**config.mk**
```make
export PLATFORM = sky130hd
export DESIGN_NAME = conc_stim_player_flat
export DESIGN_NICKNAME = d
export VERILOG_FILES = /design/src/rtl/conc_stim_player_if.sv /design/src/rtl/conc_stim_player.sv /design/src/flat_wrapper.sv
export SDC_FILE = /design/constraint.sdc
export NUM_CORES = 1
export LEC_CHECK = 0
export ABC_AREA = 1
export ABC_CLOCK_PERIOD_IN_PS = 2900
export BUFFER_PORTS_ARGS = -buffer_cell sky130_fd_sc_hd__clkbuf_2
export CAP_MARGIN = 15
export CORE_UTILIZATION = 45
export DETAILED_ROUTE_END_ITERATION = 10
export GPL_ROUTABILITY_DRIVEN = 0
export GPL_TIMING_DRIVEN = 0
export HOLD_SLACK_MARGIN = 0.15
export PLACE_DENSITY_LB_ADDON = 0.3
export RECOVER_POWER = 25
export SLEW_MARGIN = 20
export SYNTH_ARGS = -nofsm -noshare
export SYNTH_HDL_FRONTEND = slang
export SYNTH_SLANG_ARGS = --single-unit
```
**constraint.sdc**
```tcl
create_clock -name clock -period 2.9 [get_ports clock]
set_clock_uncertainty 0.1 [all_clocks]
set_input_delay 0 -clock clock [delete_from_list [all_inputs] [get_ports clock]]
set_output_delay 0 -clock clock [all_outputs]
set_load 0.02 [all_outputs]
```
**src/rtl/conc_stim_player_if.sv**
```systemverilog
// -----------------------------------------------------------------------------
// conc_stim_player_if
//   Bundles the table-load and replay signals of conc_stim_player.
//
//   Handshake: a table write happens on a rising clock edge where ld_valid
//   and ld_ready are both 1. ld_valid may be raised without waiting for
//   ld_ready. A write offered while ld_ready is 0 is dropped, not held.
//   The replay side has no back-pressure. When step_valid is 1, obs, stbi,
//   x_in and pc describe one table entry for exactly that cycle.
//
//   Signals (master = harness/driver, slave = player):
//     ld_clear   m->s  empty the table (write pointer and length to 0)
//     ld_valid   m->s  opcode write request
//     ld_data    m->s  opcode to append
//     ld_ready   s->m  table accepts a write this cycle
//     start      m->s  begin replay from entry 0
//     stop       m->s  abort replay
//     obs        s->m  opcode bit 7 of the presented step
//     stbi       s->m  opcode bit 6 of the presented step
//     x_in       s->m  opcode bits 5:0 of the presented step
//     step_valid s->m  obs/stbi/x_in carry a table entry this cycle
//     pc         s->m  index of the presented entry
//     busy       s->m  replay in progress
//     done       s->m  replay finished or aborted
// -----------------------------------------------------------------------------
interface conc_stim_player_if #(
  parameter int AW = 8
);
  logic          ld_clear;
  logic          ld_valid;
  logic [7:0]    ld_data;
  logic          ld_ready;
  logic          start;
  logic          stop;
  logic          obs;
  logic          stbi;
  logic [5:0]    x_in;
  logic          step_valid;
  logic [AW-1:0] pc;
  logic          busy;
  logic          done;

  modport master (
    output ld_clear, ld_valid, ld_data, start, stop,
    input  ld_ready, obs, stbi, x_in, step_valid, pc, busy, done
  );

  modport slave (
    input  ld_clear, ld_valid, ld_data, start, stop,
    output ld_ready, obs, stbi, x_in, step_valid, pc, busy, done
  );
endinterface

```
**src/rtl/conc_stim_player.sv**
```systemverilog
// -----------------------------------------------------------------------------
// conc_stim_player
//   Opcode stream player. It holds a loadable table of 8-bit opcodes and
//   replays them one per clock. Each opcode is split into the observation
//   flag (bit 7), the strobe (bit 6) and the 6-bit data input (bits 5:0) of
//   the downstream device. The player exports the step index (pc) so that
//   traces can be correlated.
//
//   Parameters:
//     DEPTH  number of opcode entries (1..256)
//     AW     address/length width; 2**AW must be greater than DEPTH
//
//   Ports:
//     clock        rising-edge clock
//     reset        synchronous active-high reset
//     bus          conc_stim_player_if.slave (load + replay signals)
//     dbg_state_o  current FSM state (0 IDLE, 1 RUN, 2 DONE)
//
//   Optional build macro:
//     CONC_LOOP_EN  When defined, replay wraps from the last entry back to
//                   entry 0 with no bubble. It leaves RUN only on stop or on
//                   reset.
//
//   Timing: a start sampled at edge E0 gives busy after E0. Entry k is on
//   the outputs after E(k+1). In single-pass mode, done rises after
//   E(length+1). The table read is synchronous, and the read register is
//   the output register.
// -----------------------------------------------------------------------------
module conc_stim_player #(
  parameter int DEPTH = 101,
  parameter int AW    = 8
) (
  input  logic                 clock,
  input  logic                 reset,
  conc_stim_player_if.slave    bus,
  output logic [1:0]           dbg_state_o
);

  typedef enum logic [1:0] {
    ST_IDLE = 2'd0,
    ST_RUN  = 2'd1,
    ST_DONE = 2'd2
  } state_e;

  // Index width actually needed by the table array.
  localparam int            IW      = (DEPTH > 1) ? $clog2(DEPTH) : 1;
  localparam logic [AW-1:0] LEN_MAX = AW'(DEPTH);
  localparam logic [AW-1:0] ONE     = AW'(1);

  state_e        state_q, state_d;
  logic [AW-1:0] wp_q, wp_d;      // write pointer
  logic [AW-1:0] len_q, len_d;    // number of valid entries
  logic [AW-1:0] rd_q, rd_d;      // index to present on the next RUN edge
  logic [7:0]    op_q, op_d;      // presented opcode (zero when idle)
  logic          vld_q, vld_d;
  logic [AW-1:0] pc_q, pc_d;

  logic [7:0]    mem_q [DEPTH];
  logic          mem_we;

  logic          busy_o, done_o, ld_ready_o;
  logic          run_end;         // RUN has nothing left to present
  logic [AW-1:0] rd_next;         // read index after the current one

  // ---------------------------------------------------------------------------
  // Replay sequencing: single pass or wrap-around
  // ---------------------------------------------------------------------------
`ifdef CONC_LOOP_EN
  // RUN is entered only with len_q >= 1, so len_q - 1 cannot underflow there.
  assign run_end = 1'b0;
  assign rd_next = (rd_q == len_q - ONE) ? '0 : rd_q + ONE;
`else
  assign run_end = (rd_q == len_q);
  assign rd_next = rd_q + ONE;
`endif

  // ---------------------------------------------------------------------------
  // FSM: state register
  // ---------------------------------------------------------------------------
  always_ff @(posedge clock) begin
    if (reset) state_q <= ST_IDLE;
    else       state_q <= state_d;
  end

  // ---------------------------------------------------------------------------
  // FSM: next-state logic. In IDLE/DONE the priority is clear, then start.
  // start beats a simultaneous stop because stop only matters in RUN.
  // ---------------------------------------------------------------------------
  always_comb begin
    state_d = state_q;
    unique case (state_q)
      ST_IDLE, ST_DONE: begin
        if (bus.ld_clear)   state_d = ST_IDLE;
        else if (bus.start) state_d = (len_q == '0) ? ST_DONE : ST_RUN;
      end
      ST_RUN: begin
        if (bus.stop || run_end) state_d = ST_DONE;
      end
      default: state_d = ST_IDLE;
    endcase
  end

  // ---------------------------------------------------------------------------
  // FSM: outputs decoded from state
  // ---------------------------------------------------------------------------
  always_comb begin
    busy_o     = (state_q == ST_RUN);
    done_o     = (state_q == ST_DONE);
    ld_ready_o = (len_q < LEN_MAX) && (state_q != ST_RUN);
  end

  // ---------------------------------------------------------------------------
  // Datapath next-state: table bookkeeping and the presented step
  // ---------------------------------------------------------------------------
  always_comb begin
    wp_d   = wp_q;
    len_d  = len_q;
    rd_d   = rd_q;
    op_d   = op_q;
    vld_d  = vld_q;
    pc_d   = pc_q;
    mem_we = 1'b0;

    unique case (state_q)
      ST_IDLE, ST_DONE: begin
        if (bus.ld_clear) begin
          // Only the bookkeeping is cleared. The stored opcodes stay in place.
          wp_d  = '0;
          len_d = '0;
        end else if (bus.start) begin
          // Any write offered on the same edge is dropped.
          rd_d  = '0;
          pc_d  = '0;
          op_d  = '0;
          vld_d = 1'b0;
        end else if (bus.ld_valid && ld_ready_o) begin
          mem_we = 1'b1;
          wp_d   = wp_q + ONE;
          len_d  = len_q + ONE;
        end
      end
      ST_RUN: begin
        if (bus.stop || run_end) begin
          // pc keeps the last presented index.
          op_d  = '0;
          vld_d = 1'b0;
        end else begin
          op_d  = mem_q[rd_q[IW-1:0]];
          vld_d = 1'b1;
          pc_d  = rd_q;
          rd_d  = rd_next;
        end
      end
      default: begin
        op_d  = '0;
        vld_d = 1'b0;
      end
    endcase
  end

  // ---------------------------------------------------------------------------
  // Datapath registers
  // ---------------------------------------------------------------------------
  always_ff @(posedge clock) begin
    if (reset) begin
      wp_q  <= '0;
      len_q <= '0;
      rd_q  <= '0;
      op_q  <= '0;
      vld_q <= 1'b0;
      pc_q  <= '0;
    end else begin
      wp_q  <= wp_d;
      len_q <= len_d;
      rd_q  <= rd_d;
      op_q  <= op_d;
      vld_q <= vld_d;
      pc_q  <= pc_d;
    end
  end

  // Table storage is not reset. A reset only forgets the length.
  always_ff @(posedge clock) begin
    if (mem_we) mem_q[wp_q[IW-1:0]] <= bus.ld_data;
  end

  // ---------------------------------------------------------------------------
  // Output mapping
  // ---------------------------------------------------------------------------
  assign bus.obs        = op_q[7];
  assign bus.stbi       = op_q[6];
  assign bus.x_in       = op_q[5:0];
  assign bus.step_valid = vld_q;
  assign bus.pc         = pc_q;
  assign bus.busy       = busy_o;
  assign bus.done       = done_o;
  assign bus.ld_ready   = ld_ready_o;
  assign dbg_state_o    = state_q;

endmodule

```
**src/flat_wrapper.sv**
```systemverilog
// flat-port wrapper written by rule: the top's interface ports become plain ports
module conc_stim_player_flat 
#(
  parameter int DEPTH = 101,
  parameter int AW    = 8
)
  (clock, reset, dbg_state_o, bus_ld_clear, bus_ld_valid, bus_ld_data, bus_start, bus_stop, bus_ld_ready, bus_obs, bus_stbi, bus_x_in, bus_step_valid, bus_pc, bus_busy, bus_done);
  conc_stim_player_if #(.AW(AW)) bus_i ();
  input  logic clock;
  input  logic reset;
  output logic [1:0] dbg_state_o;
  input wire logic [$bits(bus_i.ld_clear)-1:0] bus_ld_clear;
  input wire logic [$bits(bus_i.ld_valid)-1:0] bus_ld_valid;
  input wire logic [$bits(bus_i.ld_data)-1:0] bus_ld_data;
  input wire logic [$bits(bus_i.start)-1:0] bus_start;
  input wire logic [$bits(bus_i.stop)-1:0] bus_stop;
  output wire logic [$bits(bus_i.ld_ready)-1:0] bus_ld_ready;
  output wire logic [$bits(bus_i.obs)-1:0] bus_obs;
  output wire logic [$bits(bus_i.stbi)-1:0] bus_stbi;
  output wire logic [$bits(bus_i.x_in)-1:0] bus_x_in;
  output wire logic [$bits(bus_i.step_valid)-1:0] bus_step_valid;
  output wire logic [$bits(bus_i.pc)-1:0] bus_pc;
  output wire logic [$bits(bus_i.busy)-1:0] bus_busy;
  output wire logic [$bits(bus_i.done)-1:0] bus_done;
  assign bus_i.ld_clear = bus_ld_clear;
  assign bus_i.ld_valid = bus_ld_valid;
  assign bus_i.ld_data = bus_ld_data;
  assign bus_i.start = bus_start;
  assign bus_i.stop = bus_stop;
  assign bus_ld_ready = bus_i.ld_ready;
  assign bus_obs = bus_i.obs;
  assign bus_stbi = bus_i.stbi;
  assign bus_x_in = bus_i.x_in;
  assign bus_step_valid = bus_i.step_valid;
  assign bus_pc = bus_i.pc;
  assign bus_busy = bus_i.busy;
  assign bus_done = bus_i.done;
  conc_stim_player #(.DEPTH(DEPTH), .AW(AW)) u_core (.clock(clock), .reset(reset), .bus(bus_i), .dbg_state_o(dbg_state_o));
endmodule
```
; Word level (Yosys, flattened, before mapping)
; Memories as Yosys holds them, arrays and structs flattened. A register that Yosys moved wholly into a read port is not among the register bits.
; Index checks and enable logic that the tools add are counted.
[classes]
order_cmp = 1
n_mux = 31
n_eq_ne = 10
reduce_logical = 12
add_sub_neg = 3
[op_table]
columns = op, n
row1 = $mux 8, 11
row2 = $pmux 8 s2, 3
row3 = $add 8x1->8 const B, 3
row4 = $mux 7, 2
row5 = $mux 1, 9
row6 = $eq 8x8->1, 1
row7 = $logic_not 8->1, 1
row8 = $lt 8x7->1 const B, 1
row9 = $mux 2, 4
row10 = $ne 2x2->1 const B, 4
row11 = $ne 2x1->1 const B, 2
row12 = $pmux 2 s2, 1
row13 = $reduce_and 2->1, 2
row14 = $reduce_and 4->1, 1
row15 = $reduce_bool 2->1, 2
row16 = $ne 3x3->1 const B, 1
row17 = $reduce_and 3->1, 1
row18 = $eq 2x1->1 const B, 1
row19 = $eq 2x2->1 const B, 1
row20 = $logic_and 1x1->1, 2
row21 = $logic_not 2->1, 1
row22 = $pmux 1 s2, 1
row23 = $reduce_or 2->1, 1
row24 = $logic_or 1x1->1, 1
[word_totals]
output_inout_bits = 22
mem_count = 1
ff_bits = 43
mem_bits_rw = 808
input_bits = 14
elab_cells = 65
[memory_table]
columns = name, words, width, rd, rd_ports_with_merged_regs, write_ports, line
row1 = u_core.mem_q, 101, 8, 1, 1, 1, conc_stim_player.sv:58  ; logic [7:0] mem_q [DEPTH];

; Logic depth before layout (Yosys ltp)
[depth]
depth_word = 9
ltp_mapped = 14
ltp_nobuf = 14

; Worst setup path after synthesis
; Ideal clock, no wire load.
[synth_timing]
kind = reg-to-reg
startpoint = register u_core.len_q[0]
endpoint = memory u_core.mem_q[63][0], enable pin
t_required_ps = 2417
path_buffers = 2
arrival_ps = 1986
period_less_slack_ps = 2469
slack_ps = 431
stages_incl_launch_ff = 11
setup_ps = 383
cell_sequence = dfxtp_1 > inv_1 > ha_1 > o21ai_1 > nor2_1 > o21ai_1 > inv_1 > nand3_1 > buf_2 > buf_2 > nor3_1
[synth_between]
elab_chain_len = 9
[synth_rtl]
columns = element, line
row1 = "start, declared", conc_stim_player.sv:52  ; logic [AW-1:0] len_q, len_d;
row2 = "start signal, assigned", conc_stim_player.sv:174  ; len_q <= len_d;
row3 = $lt 8x7->1, conc_stim_player.sv:109  ; ld_ready_o = (len_q < LEN_MAX) && (state_q != ST_RUN);
row4 = $logic_and 1x1->1, conc_stim_player.sv:109
row5 = via bus_ld_ready, flat_wrapper.sv:17  ; output wire logic [$bits(bus_i.ld_ready)-1:0] bus_ld_ready;
row6 = $logic_and 1x1->1, conc_stim_player.sv:136  ; end else if (bus.ld_valid && ld_ready_o) begin
row7 = $mux 1, conc_stim_player.sv:136
row8 = $mux 1, conc_stim_player.sv:130  ; end else if (bus.start) begin
row9 = $mux 1, conc_stim_player.sv:126  ; if (bus.ld_clear) begin
row10 = $mux 1, conc_stim_player.sv:124  ; unique case (state_q)
row11 = $mux 1, conc_stim_player.sv:184  ; if (mem_we) mem_q[wp_q[IW-1:0]] <= bus.ld_data;
row12 = $mux 1 (not written as such), conc_stim_player.sv:184
row13 = "end, declared", conc_stim_player.sv:58
; The timed path passes the listed nets, and every way through them passes these cells.

; Worst setup path in the final report
[layout_timing]
startpoint = input bus_ld_data[2]
endpoint = memory u_core.mem_q[28][2] (data pin)
[layout_rtl]
columns = element, line
row1 = "start, declared", flat_wrapper.sv:14  ; input wire logic [$bits(bus_i.ld_data)-1:0] bus_ld_data;
; No word-level cell before the write port.

==> metrics.log <==
[metrics] clock net sink count: 857
[metrics] proportion of register bits with asynchronous set or reset after synthesis: 0
[metrics] Setup violations, final: 94
[metrics] primary flip-flop cell chosen by synthesis mapping: edfxtp_1
[metrics] Placement Setup Slack: -288 ps
[metrics] capture instance of the worst register-to-register path: u_core.mem_q[20][6]$_DFFE_PP_
[metrics] detail-routed net length per standard cell: 23.9 um
[metrics] slowest library cell on the worst path: clkbuf_1
[metrics] area taken by multi-input logic gates: 9350 um^2
[metrics] Worst Path Arrival: 3200 ps
[metrics] worst relative slew slack: -0.673
[metrics] CTS Buffer Depth: 3
[metrics] aggregate global routing overflow: 0
[metrics] clock insertion delay at the later pin of the skew report: 640 ps
[metrics] area growth from synthesis to final layout: 14.9%
[metrics] H-tree depth: 3
[metrics] via count: 24700
[metrics] Final #Nets: 3282
[metrics] violation count after the first detailed-routing iteration: 3524
[metrics] part of the cycle the worst path needs: 1.04
[metrics] cell-by-cell trace of the critical path: dlygate4sd3_1 -> clkbuf_1 -> clkbuf_4
[metrics] combinational fraction of design power: 0.059
[metrics] Final Non-Filler Cells: 4364
[metrics] Critical Path Sink: u_core.mem_q[28][2]$_DFFE_PP_
[metrics] number of antenna violations at the first check in global routing: 1
[metrics] Worst EP required: 3090 ps
[metrics] pin count of the biggest net entering global routing: 102
[metrics] run status: finished with violations
[metrics] Hold Crit Class: in -> reg
[metrics] count of cells along the worst register-to-register path: 10
[metrics] count of flip-flops with a built-in enable after synthesis: 808
[metrics] via count of the first global-routing pass: 22900
[metrics] number of hold violations in the final report: 0
[metrics] final sum of negative setup slack: -5970 ps
[metrics] Max Slew Vio Count: 212
[metrics] clock network fraction of design power: 0.417
[metrics] 1st-pass router iterations: 7
[metrics] Post-DRT Antenna Nets: 0
[metrics] detailed-route vias per instance: 5.67
[metrics] min Tclk post-route: 3010 ps
[metrics] Pwr Density: 641 nW/um^2
[metrics] part of the power in registers: 0.524
[metrics] largest fanout of any net on the critical path: 62
[metrics] drc violations: 0
[metrics] critical path type: in -> reg
[metrics] category of the worst setup path capture point: flop
[metrics] CP peak stage delay: 1520 ps
[metrics] root buffer selected by CTS: clkbuf_16
[metrics] Internal: 20.1 mW
[metrics] Max VDD drop: 0.000477 V
[metrics] total track usage: 0.262
[metrics] total of warnings raised by yosys: 0
[metrics] number of maximum-capacitance constraint violations: 4
[metrics] placed insts: 4185
[metrics] worst setup slack for register-to-register paths: -50 ps
[metrics] Initial Utilization: 0.455
[metrics] distinct cell type count after synthesis: 37
[metrics] wirelength, routed: 104000 um
[metrics] startpoint of the worst register-to-register path: u_core.len_q[0]$_SDFFE_PP0P_
[metrics] number of top-level design ports: 36
[metrics] Critical Path Stages: 3
[metrics] highest attainable clock frequency: 332 MHz
[metrics] Crit path buffers/inverters: 3
[metrics] global-route wire length before repair: 150000 um
[metrics] Filler Cell Count: 6720
[metrics] number of antenna diodes: 0
[metrics] Slew @ Worst Pin: 2510 ps
[metrics] combined flip-flop and latch cell area: 25200 um^2
[metrics] post-synthesis sequential area ratio: 0.718
[metrics] fin worst setup slack: -109 ps
[metrics] total of flip-flops plus latches after synthesis: 857
[metrics] Synth Instances: 3095
[metrics] share of post-route cells with drive strength above 1: 0.136
[metrics] fraction of power spent switching nets: 0.224
[metrics] clock transition at the registers of the reported paths: 70 ps
[metrics] count of standard-cell rows: 102
[metrics] DPL Wire Length: 69200 um
[metrics] Post-Syn Area per Cell: 11.4 um^2
[metrics] post-synth design cell area: 35200 um^2
[metrics] number of port buffers: 35
[metrics] clock tree from TritonCTS: built
[metrics] synthesized net count: 3113
[metrics] kind of start point of the critical path: input pin
[metrics] Die Y-Extent: 282 um
[metrics] Leak Pwr: 14.3 nW
[metrics] violated checks: max-capacitance violations, max-slew violations, negative setup slack
[metrics] area inside the core boundary: 77300 um^2
[metrics] die area: 79200 um^2
[metrics] Die X: 282 um
[metrics] number of buffers added by the clock tree synthesis step: 83
[metrics] RSZ-0062 raised after global routing: yes
[metrics] power spent charging and discharging nets: 5.78 mW
[metrics] beginning of the critical path: bus_ld_data[2]
[metrics] Top Family by Delay on Critical Path: buffers and inverters
==> logic make-up after synthesis <==
family,count (synthesis),share of synthesized area
DFF,857,0.718
AOI/OAI and AO/OA,97,0.0157
adders and majority gates,4,0.00142
buffers and inverters,231,0.0338
and+or+nand+nor,1897,0.229
xor gates and xnor gates,9,0.00224
==> per-stage QoR <==
stage | hold slack [ps] | utilization | total power, mW | instance area (um^2)
after floorplan | -37.6 | - | 14.6 | 35200
after global placement | 189 | 0.474 | 15.3 | 36600
after detailed placement | 192 | 0.479 | 15.3 | 37000
after CTS | 184 | 0.518 | 25.9 | 40000
after global routing | 253 | 0.522 | 26.5 | 40400
final | 216 | 0.522 | 25.9 | 40400
==> Yosys cell counts (2+ instances only) <==
| library cell | n | share of area |
|---|---|---|
| a21oi_1 | 44 | 0.0063 |
| a21oi_2 | 8 | 0.0020 |
| buf_1 | 26 | 0.0028 |
| buf_2 | 75 | 0.011 |
| buf_4 | 30 | 0.0064 |
| buf_6 | 13 | 0.0042 |
| clkbuf_1 | 46 | 0.0049 |
| clkinv_1 | 2 | 0.00021 |
| dfxtp_1 | 49 | 0.028 |
| edfxtp_1 | 808 | 0.69 |
| ha_1 | 4 | 0.0014 |
| inv_1 | 33 | 0.0035 |
| inv_2 | 4 | 0.00043 |
| nand2_1 | 1032 | 0.11 |
| nand2_2 | 2 | 0.00036 |
| nand3_1 | 670 | 0.095 |
| nand3b_1 | 2 | 0.00043 |
| nand4_1 | 3 | 0.00053 |
| nor2_1 | 151 | 0.016 |
| nor3_1 | 30 | 0.0043 |
| nor3b_1 | 2 | 0.00043 |
| o21ai_0 | 31 | 0.0044 |
| o21ai_1 | 3 | 0.00043 |
| o221ai_1 | 4 | 0.0010 |
| o22a_1 | 4 | 0.0010 |
| xnor2_1 | 7 | 0.0017 |
| xor2_1 | 2 | 0.00050 |
==> power by group through the flow <==
stage               registers (mW)  clock network [mW]  logic, mW
finish                        13.6                10.8       1.53
global route                  13.6                11.3       1.62
CTS                           13.5                10.8       1.52
detailed placement            13.8                   0       1.49
global placement              13.8                   0       1.42
floorplan                     13.8                   0      0.745
==> worst min-delay path by stage <==
| stage | startpoint | endpoint | cells after the start |
|---|---|---|---|
| final | reset | u_core.len_q[0]$_SDFFE_PP0P_ | 5 |
| after global placement | reset | u_core.op_q[7]$_SDFFE_PP0P_ | 2 |
| after detailed placement | reset | u_core.op_q[7]$_SDFFE_PP0P_ | 2 |
| after CTS | bus_ld_data[5] | u_core.mem_q[93][5]$_DFFE_PP_ | 2 |
| after global routing | reset | u_core.dbg_state_o[1]$_SDFFE_PP0P_ | 5 |
| after floorplan | reset | u_core.op_q[7]$_SDFFE_PP0P_ | 1 |
==> repair_timing <==
action	CTS	global route
hold endpoints to repair	857	0
hold buffers	17	0
pin swaps	0	6
gates resized for setup	61	128
gates cloned	0	0
buffers inserted	0	17
setup endpoints to repair	496	663
==> flip-flops by register name (all words and copies together), names as in the netlist, named ones only <==
| register | flops |
|---|---|
| u_core.wp_q | 7 |
| u_core.bus.step_valid | 1 |
| u_core.dbg_state_o | 2 |
| u_core.rd_q | 8 |
| u_core.len_q | 8 |
| u_core.bus.pc | 8 |
| u_core.mem_q | 808 |
| u_core.op_q | 8 |
==> tightest hold or removal path: cells and delay by family <==
kind            cells  cell delay [ps]
compound gates      2              120
buf+inv             3              780
==> layout make-up <==
class,count,share of cell area
Buffer,191,0.0263
Sequential cell,857,0.625
Clock buffer,98,0.0551
Inverter,40,0.00412
Timing Repair Buffer,84,0.0148
Multi-Input combinational cell,2007,0.231
Tap cell,1040,0.0322
Clock inverter,47,0.0108
==> cells in the final DEF, fill, tap and decap left out, types with 5 or more instances in the layout <==
master / instances
nor2_2: 32
bufinv_16: 8
edfxtp_1: 808
buf_2: 74
nor3_1: 14
dlygate4sd3_1: 17
buf_4: 53
clkbuf_2: 48
a21oi_1: 44
xnor2_1: 7
dfxtp_1: 49
inv_1: 32
clkbuf_4: 9
a21oi_2: 8
clkinv_1: 15
nand2_4: 5
clkbuf_16: 86
nand2_2: 5
clkinv_2: 17
clkbuf_1: 45
o21ai_0: 31
nand2_1: 1024
nand3_1: 670
nor2_4: 54
clkinvlp_4: 5
nor3_2: 16
buf_1: 22
buf_6: 13
nor2_1: 65
==> metal layers <==
metal  GRT usage  wire length [um]
met5           0                18
met3      0.0495             10700
met4       0.107              4260
met2       0.408             47400
met1       0.362             41800
(Power assumes the default switching activity.)
